File: src/rtl/core_seq_pkg.sv
`default_nettype none
// ============================================================================
// Module      : core_seq_pkg
// Description : Shared types and constants for the core clock sequencer:
//               sequencer state encoding, phase-width helper and defaults.
// Revision    : 1.0 - initial release
// ============================================================================
package core_seq_pkg;

    // Sequencer state encoding (fixed values are visible to debug tooling)
    typedef enum logic [1:0] {
        HOLD   = 2'd0,
        RUN    = 2'd1,
        STEP   = 2'd2,
        HALTED = 2'd3
    } seq_state_e;

    localparam int DIV_DEFAULT        = 4;
    localparam int RESET_HOLD_DEFAULT = 8;

    // Width of the phase counter for a DIV-phase instruction window
    function automatic int phase_w(input int div);
        return $clog2(div);
    endfunction

endpackage
`default_nettype wire

File: src/rtl/core_clock_sequencer_counter.sv
`default_nettype none
// ============================================================================
// Module      : seq_sat_counter
// Description : CNT_W-bit saturating up-counter with synchronous clear and
//               increment enable. Holds at all-ones instead of wrapping.
// Revision    : 1.0 - initial release
// ============================================================================
module seq_sat_counter #(
    parameter int CNT_W = 32
) (
    input  logic             clk,
    input  logic             rst,      // synchronous clear, active-high
    input  logic             i_inc,
    output logic [CNT_W-1:0] o_count
);

    logic [CNT_W-1:0] count_q;
    logic [CNT_W-1:0] count_d;

    // Next count: step by one when enabled, unless already at all-ones
    always_comb begin
        count_d = count_q;
        if (i_inc && (count_q != {CNT_W{1'b1}})) begin
            count_d = count_q + CNT_W'(1);
        end
    end

    // Count register with synchronous clear
    always_ff @(posedge clk) begin
        if (rst) begin
            count_q <= '0;
        end else begin
            count_q <= count_d;
        end
    end

    assign o_count = count_q;

endmodule
`default_nettype wire

File: src/rtl/core_clock_sequencer.sv
`default_nettype none
// ============================================================================
// Module      : core_clock_sequencer
// Description : Generates per-unit clock enables inside a fixed DIV-phase
//               instruction window from the single board clock, plus a
//               stretched core reset, run/halt/single-step control and a
//               saturating retired-window counter.
//               Legal ranges: DIV 2..16, RESET_HOLD_CYCLES 1..255.
// Revision    : 1.0 - initial release
// ============================================================================
module core_clock_sequencer
    import core_seq_pkg::*;
#(
    parameter int DIV               = DIV_DEFAULT,
    parameter int RESET_HOLD_CYCLES = RESET_HOLD_DEFAULT,
    parameter int CNT_W             = 32
) (
    input  logic                      clock,
    input  logic                      reset,
    input  logic                      run_enable,
    input  logic                      halt_req,
    input  logic                      step_req,
    output logic                      core_reset,
    output logic                      imem_en,
    output logic                      dmem_en,
    output logic                      proc_en,
    output logic                      regfile_en,
    output logic [phase_w(DIV)-1:0]   phase,
    output logic                      halted,
    output logic [CNT_W-1:0]          cycle_count
);

    localparam int              PW           = phase_w(DIV);
    localparam logic [PW-1:0]   c_last_phase = PW'(DIV - 1);
    localparam logic [7:0]      c_hold_last  = 8'(RESET_HOLD_CYCLES - 1);

    seq_state_e     state_q,        state_d;
    logic [7:0]     hold_cnt_q,     hold_cnt_d;
    logic [PW-1:0]  phase_q,        phase_d;
    logic           halt_pending_q, halt_pending_d;

    logic           w_last_phase;
    logic           w_active;
    logic           w_stop_run;

    assign w_last_phase = (phase_q == c_last_phase);
    assign w_active     = (state_q == RUN) || (state_q == STEP);
    // A stop request seen in the final phase still ends this window, so the
    // pending flag and the live requests are treated as one condition.
    assign w_stop_run   = halt_pending_q || halt_req || !run_enable;

    // Next-state, phase and halt-pending logic for the sequencer FSM
    always_comb begin
        state_d        = state_q;
        hold_cnt_d     = hold_cnt_q;
        phase_d        = phase_q;
        halt_pending_d = halt_pending_q;

        case (state_q)
            HOLD: begin
                phase_d        = '0;
                halt_pending_d = 1'b0;
                hold_cnt_d     = hold_cnt_q + 8'd1;
                if (hold_cnt_q == c_hold_last) begin
                    state_d = (run_enable && !halt_req) ? RUN : HALTED;
                end
            end

            RUN: begin
                if (w_last_phase) begin
                    phase_d        = '0;
                    halt_pending_d = 1'b0;
                    if (w_stop_run) begin
                        state_d = HALTED;
                    end
                end else begin
                    phase_d        = phase_q + PW'(1);
                    halt_pending_d = w_stop_run;
                end
            end

            STEP: begin
                // Requests are ignored here; exactly one window runs
                halt_pending_d = 1'b0;
                if (w_last_phase) begin
                    phase_d = '0;
                    state_d = HALTED;
                end else begin
                    phase_d = phase_q + PW'(1);
                end
            end

            HALTED: begin
                phase_d        = '0;
                halt_pending_d = 1'b0;
                if (step_req) begin
                    state_d = STEP;
                end else if (halt_req) begin
                    state_d = HALTED;
                end else if (run_enable) begin
                    state_d = RUN;
                end
            end

            default: begin
                state_d    = HOLD;
                hold_cnt_d = 8'd0;
                phase_d    = '0;
            end
        endcase
    end

    // Sequencer state registers with synchronous reset into HOLD
    always_ff @(posedge clock) begin
        if (reset) begin
            state_q        <= HOLD;
            hold_cnt_q     <= 8'd0;
            phase_q        <= '0;
            halt_pending_q <= 1'b0;
        end else begin
            state_q        <= state_d;
            hold_cnt_q     <= hold_cnt_d;
            phase_q        <= phase_d;
            halt_pending_q <= halt_pending_d;
        end
    end

    // Moore output decodes; enables only fire in the active states
    assign core_reset = (state_q == HOLD);
    assign imem_en    = w_active;
    assign dmem_en    = w_active;
    assign proc_en    = w_active && w_last_phase;
    assign regfile_en = w_active && w_last_phase;
    assign phase      = phase_q;
    assign halted     = (state_q == HALTED);

    // Retired-window counter, one count per proc_en pulse
    seq_sat_counter #(
        .CNT_W (CNT_W)
    ) u_cycle_counter (
        .clk     (clock),
        .rst     (reset),
        .i_inc   (proc_en),
        .o_count (cycle_count)
    );

endmodule
`default_nettype wire

File: config.mk
export PLATFORM = sky130hd
export DESIGN_NAME = core_clock_sequencer
export DESIGN_NICKNAME = d
export VERILOG_FILES = /design/src/rtl/core_seq_pkg.sv /design/src/rtl/core_clock_sequencer_counter.sv /design/src/rtl/core_clock_sequencer.sv
export SDC_FILE = /design/constraint.sdc
export NUM_CORES = 1
export LEC_CHECK = 0
export BUFFER_PORTS_ARGS = -buffer_cell sky130_fd_sc_hd__buf_2
export CELL_PAD_IN_SITES_DETAIL_PLACEMENT = 1
export CELL_PAD_IN_SITES_GLOBAL_PLACEMENT = 2
export CORE_UTILIZATION = 29
export CTS_CLUSTER_DIAMETER = 40
export CTS_CLUSTER_SIZE = 40
export DETAILED_ROUTE_END_ITERATION = 12
export PLACE_DENSITY_LB_ADDON = 0.12
export SYNTH_ARGS = -nofsm -noshare
export SYNTH_HDL_FRONTEND = slang
export SYNTH_HIERARCHICAL = 1
export SYNTH_SLANG_ARGS = --single-unit
File: constraint.sdc
create_clock -name clock -period 2.54 [get_ports clock]
set_input_delay 0.381 -clock clock [delete_from_list [all_inputs] [get_ports clock]]
set_output_delay 0.381 -clock clock [all_outputs]
set_load 0.005 [all_outputs]
==> out/results.ini <==
[worst_setup_path]
reg2reg_from=state_q[0]
worstSetupStartpointType=flop
crit_buf_inv=3
ff2ff_setup_slack_ns=0.11
critPathCaptureType=flop
cp_max_fo=6
startpoint=state_q[0]
crit_path_frequent_cell=buf_4
worstSetupPathType=flop to flop
path_cells=inv_1, ha_4, and2_1, nand4_1, nor4_4, buf_4, buf_4, nand3_1, or4_1, a21oi_1
crit_path_top_delay_cell=or4_1
critical-path-max-stage-delay_ns=0.41
cp_data_required_time_ns=2.78
crit_family=simple AND/OR/NAND/NOR gates
cp.depth=10
cp.arrival_ns=2.67
ff2ff_path_depth=10

[logic_synthesis]
synth-edff-count=0
synthArstFlopShare=0
syn_nets=284
syn_area_um2=2360
postSynthCellCount=272
avgSynthCellArea_um2=8.676
yosysUniqueCellTypes=46
synth_seq_area_share=0.3818
ys_seq_elements=45
synth_top_flop_cell=dfxtp_1
yosysWarningCount=6

[routing]
drtIter0Drc=53
drtAntennaViolNets=0
viasPerCell=5.285
routed_wirelength_um=6625
vias=2262
wl_per_cell_um=15.48
drtPass1Iterations=4
wl_met2_um=2950
routed.top_layer=met4
met3WireLength_um=205
wl_met1_um=3383
drc=0

[pwr]
leakagePower_uw=0.001082
total_power_uw=1477
max-vdd-ir-drop_uv=241.4
p_per_area_nw_per_um2=510.0

[final_layout]
fin_area_um2=2895
layout_common_cells=buf_2 (44), dfxtp_1 (43), a21oi_1 (25)
final_common_cell=buf_2
layout-drive-gt1-share=0.2577
area_growth_pct=22.69
nets=337
fin_cells=428
n_antenna_cell=0

[run]
cap_violations=0

[placement]
dp_cells=417
dpl_cell_area_um2=2769
place_congestion=0.7364
dp_slack_ns=0.03552
dp_hpwl_um=4736
port_buffers=44

[timing]
slew_viol_final=0
finalHoldViolCount=0
fmax_mhz=411.7
period_needed_ns=2.429
slew_headroom=0.5715
setup_viol=0
holdWs_ns=0.4257
finalCritPeriodShare=0.9564
worst_pin_slew_ns=0.6428
clock_skew_ns=0.01201
setup_slack_ns=0.1108

[cts]
cts_tree=yes
cts_made_buffers=5
htreeDepth=2
clkSinkCount=45
clock_latency_ns=0.31
hold_buffers=0
root_buffer=clkbuf_8
clock_path_buffers=2
clk_pin_slew_ns=0.09

[status]
status=complete, no violations

[floorplanning]
die_area_um2=8502
core_region_area_um2=7807
start_util=0.3022
rows=32
die_h_um=92.21
top_level_ports=45
dieWidth_um=92.21

[global_route]
globalRouteOverflowTotal=0
grt_max_degree=33
grt_pass1_vias=2220
grt_usage=0.1639
antenna_found_initial=0
grt_pass1_wl_um=11010

[hold_path]
hp-start=halt_req
hold_path.class=primary input to flop
min_path_cells=3

## layout make-up
cell class                      instances  area, um^2
Tap cell                              102       127.6
Inverter                                5       18.77
Clock buffer                            6       72.57
Fill cell                             972        4912
Clock inverter                          2       10.01
Sequential cell                        45       903.4
Timing Repair Buffer                   61       360.3
Multi-Input combinational cell        207        1403
## state kept, by name, indices dropped and copies added (netlist names)
name,flops
halt_pending_q,1
hold_cnt_q,8
phase,2
state_q,2
u_cycle_counter/o_count,32
## synth_stat cells (all sizes together), types with 3 or more instances
| cell type | n | area [um^2] |
|---|---|---|
| o21ai | 11 | 55.05 |
| nand2 | 14 | 52.55 |
| inv | 5 | 18.77 |
| ha | 7 | 87.58 |
| xor2 | 5 | 43.79 |
| nor3 | 4 | 20.02 |
| nor4 | 5 | 37.53 |
| nor3b | 3 | 22.52 |
| xnor2 | 7 | 61.31 |
| dfxtp | 45 | 900.9 |
| a21oi | 25 | 125.1 |
| nand3 | 15 | 80.08 |
| and4 | 4 | 35.03 |
| and3 | 5 | 36.28 |
| clkbuf | 9 | 33.78 |
| buf | 6 | 37.53 |
| nor2 | 24 | 90.09 |
| or3 | 13 | 86.33 |
| nand4 | 13 | 81.33 |
| nor2b | 4 | 25.02 |
| or4 | 13 | 97.59 |
| o31ai | 12 | 90.09 |
## power breakdown
group,internal [uW],leakage [uW],switching [uW]
logic,121,0.000673,137
registers,743,0.000364,29.2
clock network,191,0.0000450,255
## worst min-delay path: stages
cell and delay (ns):
buf_2 0.11, nor3b_1 0.07, nor3_1 0.12
## worst paths after layout
| check | end |
|---|---|
| worst max-delay path | u_cycle_counter/o_count[25] |
| worst min-delay path | halt_pending_q |
| worst max register to register | u_cycle_counter/o_count[25] |
| worst min register to register | phase[0] |
## stage by stage
| step | util | TNS (ns) |
|---|---|---|
| after floorplan | - | 0 |
| after global placement | 0.3546 | 0 |
| after detailed placement | 0.3546 | 0 |
| after CTS | 0.3652 | 0 |
| after global routing | 0.3708 | -0.01157 |
| final | 0.3708 | 0 |
## logic make-up (layout without fill, tap and decap cells)
kind of cell	Yosys count	after routing	synth area share
buffers and inverters	20	74	0.03817
xor gates and xnor gates	12	12	0.04454
AOI/OAI and AO/OA	61	61	0.1798
adders and majority gates	7	7	0.03711
DFF	45	45	0.3818
muxes	4	4	0.01803
and+or+nand+nor	123	123	0.3006
## repair_timing
item                                    4_1_cts  5_1_grt
endpoints found under the setup margin        0        4
gates resized for setup                       0        4
buffers inserted                              0        3
## per-layer routing
metal / global-route usage / up-vias
met4: 0.05469 / 0
met1: 0.2238 / 1091
met2: 0.2575 / 31
li1: - / 1132
met5: 0 / -
met3: 0.03151 / 8
No activity file was read; power rests on OpenSTA's default activity.
